<file path="config.mk">
export PLATFORM = sky130hd
export DESIGN_NAME = counter_4bit
export DESIGN_NICKNAME = d
export VERILOG_FILES = /design/src/rtl/counter_4bit_pkg.sv /design/src/rtl/counter_4bit.sv
export SDC_FILE = /design/constraint.sdc
export NUM_CORES = 1
export LEC_CHECK = 0
export ABC_AREA = 1
export BUFFER_PORTS_ARGS = -buffer_cell sky130_fd_sc_hd__buf_4
export CORE_AREA = 3 3 40 42
export DETAILED_ROUTE_END_ITERATION = 16
export DIE_AREA = 0 0 43 45
export HOLD_SLACK_MARGIN = 0.1
export MAX_ROUTING_LAYER = met4
export SLEW_MARGIN = 15
export SYNTH_ARGS = -nofsm -noshare
export SYNTH_HDL_FRONTEND = slang
export SYNTH_SLANG_ARGS = --single-unit
</file>
<file path="constraint.sdc">
create_clock -name CLK -period 0.9 [get_ports CLK]
set_clock_uncertainty 0.15 [all_clocks]
set_input_delay 0.135 -clock CLK [delete_from_list [all_inputs] [get_ports CLK]]
set_output_delay 0.135 -clock CLK [all_outputs]
set_load 0.03 [all_outputs]
</file>
<file path="src/rtl/counter_4bit_pkg.sv">
// -----------------------------------------------------------------------------
// counter_4bit_pkg
// Shared definitions for the free-running counter and anything that observes it.
//   DEFAULT_WIDTH : default counter width in bits (4)
//   count_t       : count type at the default width, so instantiating logic and
//                   monitors size their count wires identically
// -----------------------------------------------------------------------------
package counter_4bit_pkg;

   localparam int DEFAULT_WIDTH = 4;

   typedef logic [DEFAULT_WIDTH-1:0] count_t;

endpackage : counter_4bit_pkg

</file>
<file path="src/rtl/counter_4bit.sv">
// -----------------------------------------------------------------------------
// counter_4bit
// Free-running synchronous up-counter. Increments once per rising CLK edge and
// returns to zero on the edge after it holds MAX. No enable, load or carry.
//
// Parameters
//   WIDTH : counter width in bits (default 4)
//   MAX   : terminal count, legal range 1 .. 2**WIDTH-1 (default 2**WIDTH-1)
//
// Ports
//   CLK   in  1      sole clock, rising-edge active
//   RST_X in  1      synchronous active-low reset, priority over counting
//   CNT   out WIDTH  current count, driven straight from a register
// -----------------------------------------------------------------------------
module counter_4bit
   import counter_4bit_pkg::*;
#(
   parameter int WIDTH = DEFAULT_WIDTH,
   parameter int MAX   = 2**WIDTH - 1
) (
   input  logic             CLK,
   input  logic             RST_X,
   output logic [WIDTH-1:0] CNT
);

   // Reject an out-of-range terminal count while elaborating.
   generate
      if ((MAX < 1) || (MAX > (2**WIDTH - 1))) begin : g_bad_max
         $error("counter_4bit: MAX=%0d outside 1..%0d", MAX, 2**WIDTH - 1);
      end
   endgenerate

   localparam logic [WIDTH-1:0] MAX_C = WIDTH'(MAX);
   localparam logic [WIDTH-1:0] ONE_C = WIDTH'(1);

   logic [WIDTH-1:0] r_cnt;
   logic             w_at_max;
   logic [WIDTH-1:0] w_cnt_next;

   // The explicit compare also covers the default MAX, where it coincides
   // with natural modulo-2**WIDTH overflow of the incrementer.
   assign w_at_max   = (r_cnt == MAX_C);
   assign w_cnt_next = w_at_max ? '0 : (r_cnt + ONE_C);

   always_ff @(posedge CLK) begin
      if (!RST_X) begin
         r_cnt <= '0;
      end else begin
         r_cnt <= w_cnt_next;
      end
   end

   assign CNT = r_cnt;

`ifndef SYNTHESIS
   // The count must never leave 0..MAX once reset has been applied.
   a_cnt_in_range : assert property (@(posedge CLK) disable iff (!RST_X)
                                     (r_cnt <= MAX_C))
      else $error("counter_4bit: CNT=%0d exceeds MAX=%0d", r_cnt, MAX);
`endif

endmodule : counter_4bit

</file>
==> results of run 1 <==
[cells in the mapped netlist]
| cell type | instances | area, sq um |
|---|---|---|
| nand2_1 | 2 | 7.51 |
| a21oi_1 | 1 | 5.00 |
| nor2_1 | 4 | 15.0 |
| ha_1 | 1 | 12.5 |
| nand4_1 | 1 | 6.26 |
| nand2_2 | 1 | 6.26 |
| o21ai_2 | 1 | 8.76 |
| nand3_1 | 1 | 5.00 |
| dfxtp_1 | 4 | 80.1 |
| inv_1 | 2 | 7.51 |
[routing by layer]
metal | routed length, um | vias up | track usage | part of all wire
met4 | 0 | 0 | 0.0904 | 0
met2 | 177 | 6 | 0.0509 | 0.43
met5 | 0 | - | - | 0
met1 | 196 | 74 | 0.0507 | 0.48
met3 | 35 | 0 | 0.0239 | 0.086
li1 | - | 90 | - | -
[final timing paths]
check / from / to / slack (ns) / cells after the start
worst min register to register: CNT[2] / CNT[2] / 0.40 / 3
worst max register to register: CNT[1] / CNT[1] / -0.15 / 4
worst max-delay path: CNT[1] / CNT[1] / -0.20 / 2
worst min-delay path: RST_X / CNT[2] / 0.006 / 3
[power by group]
part,internal (mW),switching [mW]
logic,0.0656,0.0572
registers,0.189,0.0132
clock network,0.149,0.0639
total,0.403,0.134
[worst reg2reg max path: stages (launching register included)]
cell	delay, ns
dfxtp_4	0.35
ha_4	0.15
nand2_4	0.05
o21ai_4	0.18
nor2_1	0.06
[per-stage QoR]
stage | utilization | hold WS (ns) | power, mW | worst slack, ns
2_1_floorplan | - | 0.0914 | 0.251 | -0.159
3_3_place_gp | 0.199 | 0.229 | 0.289 | -0.119
3_5_place_dp | 0.199 | 0.233 | 0.290 | -0.127
4_1_cts | 0.256 | -0.0164 | 0.542 | -0.214
5_1_grt | 0.280 | -0.000315 | 0.582 | -0.233
6_report | 0.280 | 0.00650 | 0.537 | -0.197
[repair_timing]
item | 4_1_cts | 5_1_grt
gates resized for setup | 8 | 5
pin swaps | 1 | 4
setup endpoints to repair | 8 | 8
hold endpoints to repair | 4 | 4
gates cloned | 0 | 0
buffers inserted | 3 | 1
[kinds of logic (layout without fill, tap and decap cells)]
family                   Yosys count  count (layout)  synth area share
flip-flops                         4               4             0.520
AO/OA/AOI/OAI                      2               2            0.0894
adder cells (fa/ha/maj)            1               1            0.0813
buffers and inverters              2              17            0.0488
AND/OR/NAND/NOR                    9               9             0.260
[layout make-up]
type,count,area [sq um],area share
Sequential cell,4,92.6,0.257
Multi-Input combinational cell,12,103,0.285
Tap cell,15,18.8,0.0521
Inverter,2,7.51,0.0208
Clock buffer,3,22.5,0.0625
Timing Repair Buffer,12,116,0.323
[cell usage in the layout, fill, tap and decap left out]
cell type	instances
buf_4	5
a21oi_2	1
nor2_1	4
dfxtp_2	1
inv_1	2
o21ai_4	1
nand2_1	1
nand2_2	1
clkbuf_4	3
dfxtp_4	3
ha_4	1
nand3_2	1
buf_6	7
nand4_1	1
nand2_4	1
==> reports/results.ini, run 1 <==
[run_status]
status = complete, but fails checks
violations = negative setup slack

[clock_tree]
cts_tree = yes
clk_pin_slew_ns = 0.04
cts.path.max_buffers = 2
cts_buffers = 3
cts_root_buf = clkbuf_4
htreeDepth = 1
clk-insertion-delay-late_ns = 0.23
clock_sink_count = 4

[power]
p_per_area_nw_per_um2 = 1490
max-vdd-ir-drop_mv = 0.494
leakage_nw = 0.161

[worst_setup_path]
setup.worst_path.end_class = output pin
critPathBufInv = 2
cpMostUsedCell = buf_6
crit_type = register to output pin
arrival_ns = 0.81
cp_top_family = flip-flops
cpPeakStageDelay_ns = 0.34
critPathSlowestCell = dfxtp_4
critical_path.cell_chain = buf_6 -> buf_6
cp.required_ns = 0.61
startpoint_type = register
cp_max_fo = 2

[synth]
synth_warnings = 0
syn_inst = 18
ys_ff_latch = 4
avgSynthCellArea_sq_um = 8.55
syn_area_sq_um = 154
syn-num-nets = 21
synth_cell_types = 10
synth_seq_area_share = 0.520

[timing]
finalCritPeriodShare = 1.22
slew_headroom = 0.891
min_period_ns = 1.10
hold_violations = 0
finalSetupViolations = 8
worstMarginPinSlew_ns = 0.163
worst_slack_ns = -0.197
fin_setup_tns_ns = -1.12
max_freq_mhz = 911
grt_setup_unrepaired = yes
drv_slew = 0

[global_route]
grt_max_degree = 4
grt-ovfl-total = 0
grt_pass1_wl_um = 579
grt_antenna_before_repair = 0
grt_pass1_vias = 155
grt_use_total = 0.0506

[finish]
fin_cells = 48
fillers = 135
drive_above_1_share = 0.758
diodes = 0
largest_register_ffs = 4
syn_to_final_growth_pct = 134
fin_nets = 38
fin_area_sq_um = 360

[hold_path]
holdCritPathClass = primary input to register

[routing]
drtIter0Drc = 0
wl_per_cell_um = 8.52
drtAntennaViolNets = 0
route.detailed.drc = 0
wl_um = 409
first_pass_iters = 1
vias_per_cell = 3.54
vias = 170

[place]
dpl-instance-area_sq_um = 255
dp_cells = 41
dpl.hpwl_um = 274
portBuffers = 5
place.gp.congestion = 0.695

[floorplan]
dieWidth_um = 43
dieHeight_um = 45
coreArea_sq_um = 1280
pin_count = 6
die-area_sq_um = 1940
start_util = 0.120
row_count = 13

[run]
max_cap_violations = 0

No activity file was read; power rests on OpenSTA's default activity.
==> run 2: changes to the inputs <==
--- a/config.mk
+++ b/config.mk
@@ -7,11 +7,14 @@
 export LEC_CHECK = 0
 export ABC_AREA = 1
 export BUFFER_PORTS_ARGS = -buffer_cell sky130_fd_sc_hd__buf_4
+export CELL_PAD_IN_SITES_DETAIL_PLACEMENT = 0
+export CELL_PAD_IN_SITES_GLOBAL_PLACEMENT = 1
 export CORE_AREA = 3 3 40 42
 export DETAILED_ROUTE_END_ITERATION = 16
 export DIE_AREA = 0 0 43 45
 export HOLD_SLACK_MARGIN = 0.1
 export MAX_ROUTING_LAYER = met4
+export PLACE_DENSITY_LB_ADDON = 0.1
 export SLEW_MARGIN = 15
 export SYNTH_ARGS = -nofsm -noshare
 export SYNTH_HDL_FRONTEND = slang
==> reports/results.ini, run 2 (synthesized netlist as in run 1, its figures left out) <==
[run_status]
status = complete, but fails checks
violations = negative hold slack, negative setup slack

[power]
finalPower_mw = 0.593  ; +10%
p_per_area_nw_per_um2 = 1570  ; +5.6%
max-vdd-ir-drop_mv = 1.00  ; +100%
leakage_nw = 0.168  ; +4.0%

[timing]
worstMarginPinSlew_ns = 0.165  ; +0.00155 ns
finalSetupViolations = 8  ; unchanged
finalCritPeriodShare = 1.23  ; +0.0123
grt_setup_unrepaired = yes
max_freq_mhz = 902  ; -1.0%
min_period_ns = 1.11  ; +0.0111 ns
hold_ws_ns = -0.00628  ; -0.0128 ns
slew_headroom = 0.890  ; -0.00104
hold_violations = 1  ; +1
worst_slack_ns = -0.209  ; -0.0111 ns
drv_slew = 0  ; unchanged

[floorplan]
start_util = 0.120  ; unchanged
coreArea_sq_um = 1280  ; unchanged
die-area_sq_um = 1940  ; unchanged
row_count = 13  ; unchanged
pin_count = 6  ; unchanged
dieHeight_um = 45  ; unchanged
dieWidth_um = 43  ; unchanged

[finish]
diodes = 0  ; unchanged
seq_area_sq_um = 92.6  ; unchanged
final_cell_mix = buf_6, buf_4, dfxtp_4, clkbuf_4
multiInputGateArea_sq_um = 108  ; +4.9%
largest_register_ffs = 4  ; unchanged
final_common_cell = buf_6
drive_above_1_share = 0.800  ; +0.0424
fillers = 144  ; +6.7%
fin_nets = 39  ; +2.6%
syn_to_final_growth_pct = 145

[clock_tree]
clock_sink_count = 4  ; unchanged
htreeDepth = 1  ; unchanged
clk_pin_slew_ns = 0.05  ; about the same
cts_tree = yes
clk-insertion-delay-late_ns = 0.24  ; about the same
cts_root_buf = clkbuf_4
cts.path.max_buffers = 2  ; unchanged
cts_buffers = 3  ; unchanged

[run]
max_cap_violations = 0  ; unchanged

[routing]
wl_um = 430  ; +5.1%
first_pass_iters = 1  ; unchanged
vias_per_cell = 3.68  ; +3.9%
drtAntennaViolNets = 0  ; unchanged
vias = 184  ; +8.2%
route.detailed.drc = 0  ; unchanged
wl_per_cell_um = 8.60  ; +0.93%
drtIter0Drc = 0  ; unchanged

[worst_setup_path]
cp_top_family = flip-flops
cpPeakStageDelay_ns = 0.35  ; about the same
setup.worst_path.end_class = output pin
reg2reg_depth = 4  ; unchanged
critical_path.cell_chain = buf_6 -> buf_6
cpMostUsedCell = buf_6
crit_type = register to output pin
arrival_ns = 0.82  ; about the same
cp_max_fo = 2  ; unchanged
critPathSlowestCell = dfxtp_4
startpoint_type = register
cp.required_ns = 0.61  ; about the same
crit_cells = 2  ; unchanged
rrSetupSlack_ns = -0.14  ; about the same
critPathBufInv = 2  ; unchanged

[place]
place.gp.congestion = 0.571  ; -18%
post-place-ws_ns = -0.134  ; -0.00677 ns
portBuffers = 5  ; unchanged
dpl.hpwl_um = 279  ; +2.1%

[global_route]
grt-ovfl-total = 0  ; unchanged
grt_max_degree = 5  ; +1
grt_pass1_vias = 170  ; +9.7%
grt_antenna_before_repair = 0  ; unchanged
grt_use_total = 0.0591  ; +0.00848
grt_pass1_wl_um = 696  ; +20%

[hold_path]
holdPathStages = 3  ; unchanged
holdCritPathClass = primary input to register

==> run 2: routing by layer <==
| layer | GRT usage | share of wire | vias to the layer above |
|---|---|---|---|
| li1 | - | - | 94 |
| met1 | 0.0529 | 0.44 | 81 |
| met2 | 0.0778 | 0.43 | 9 |
| met3 | 0.0717 | 0.13 | 0 |
| met4 | 0.0181 | 0 | 0 |
| met5 | - | 0 | - |
==> run 2: power breakdown <==
group          switching (mW)  internal, mW
Combinational          0.0582        0.0710
Clock                  0.0938         0.168
Sequential             0.0137         0.188
==> run 2: repair_timing <==
| action | CTS | global route |
|---|---|---|
| endpoints found under the hold margin | 4 | 4 |
| pin swaps | 4 | 1 |
| endpoints found under the setup margin | 8 | 8 |
| resized for setup | 11 | 4 |
| setup buffers | 4 | 1 |
==> run 2: path summary, 6_finish.rpt <==
kind,start,to
setup / recovery,CNT[0],CNT[0]
hold / removal,RST_X,CNT[2]
setup reg to reg,CNT[1],CNT[1]
hold reg to reg,CNT[2],CNT[2]
==> run 2: layout make-up <==
cell class / count / share of cell area
repair buffers: 13 / 0.329
multi-input cells: 12 / 0.286
flip-flops and latches: 4 / 0.246
clock buffers: 4 / 0.0698
well taps: 15 / 0.0498
inverters: 2 / 0.0199
==> run 2: tightest hold or removal path: stages <==
cell and delay, ns:
buf_4 0.13, nand2_2 0.06, nor2_2 0.03
==> run 2: metrics by stage <==
step,setup TNS [ns],area (sq um),instances,utilization
4_1_cts,-1.21,355,49,0.277
2_1_floorplan,-0.524,176,18,-
5_1_grt,-1.41,377,50,0.293
3_5_place_dp,-0.413,255,41,0.199
3_3_place_gp,-0.415,255,41,0.199
6_report,-1.13,377,50,0.293
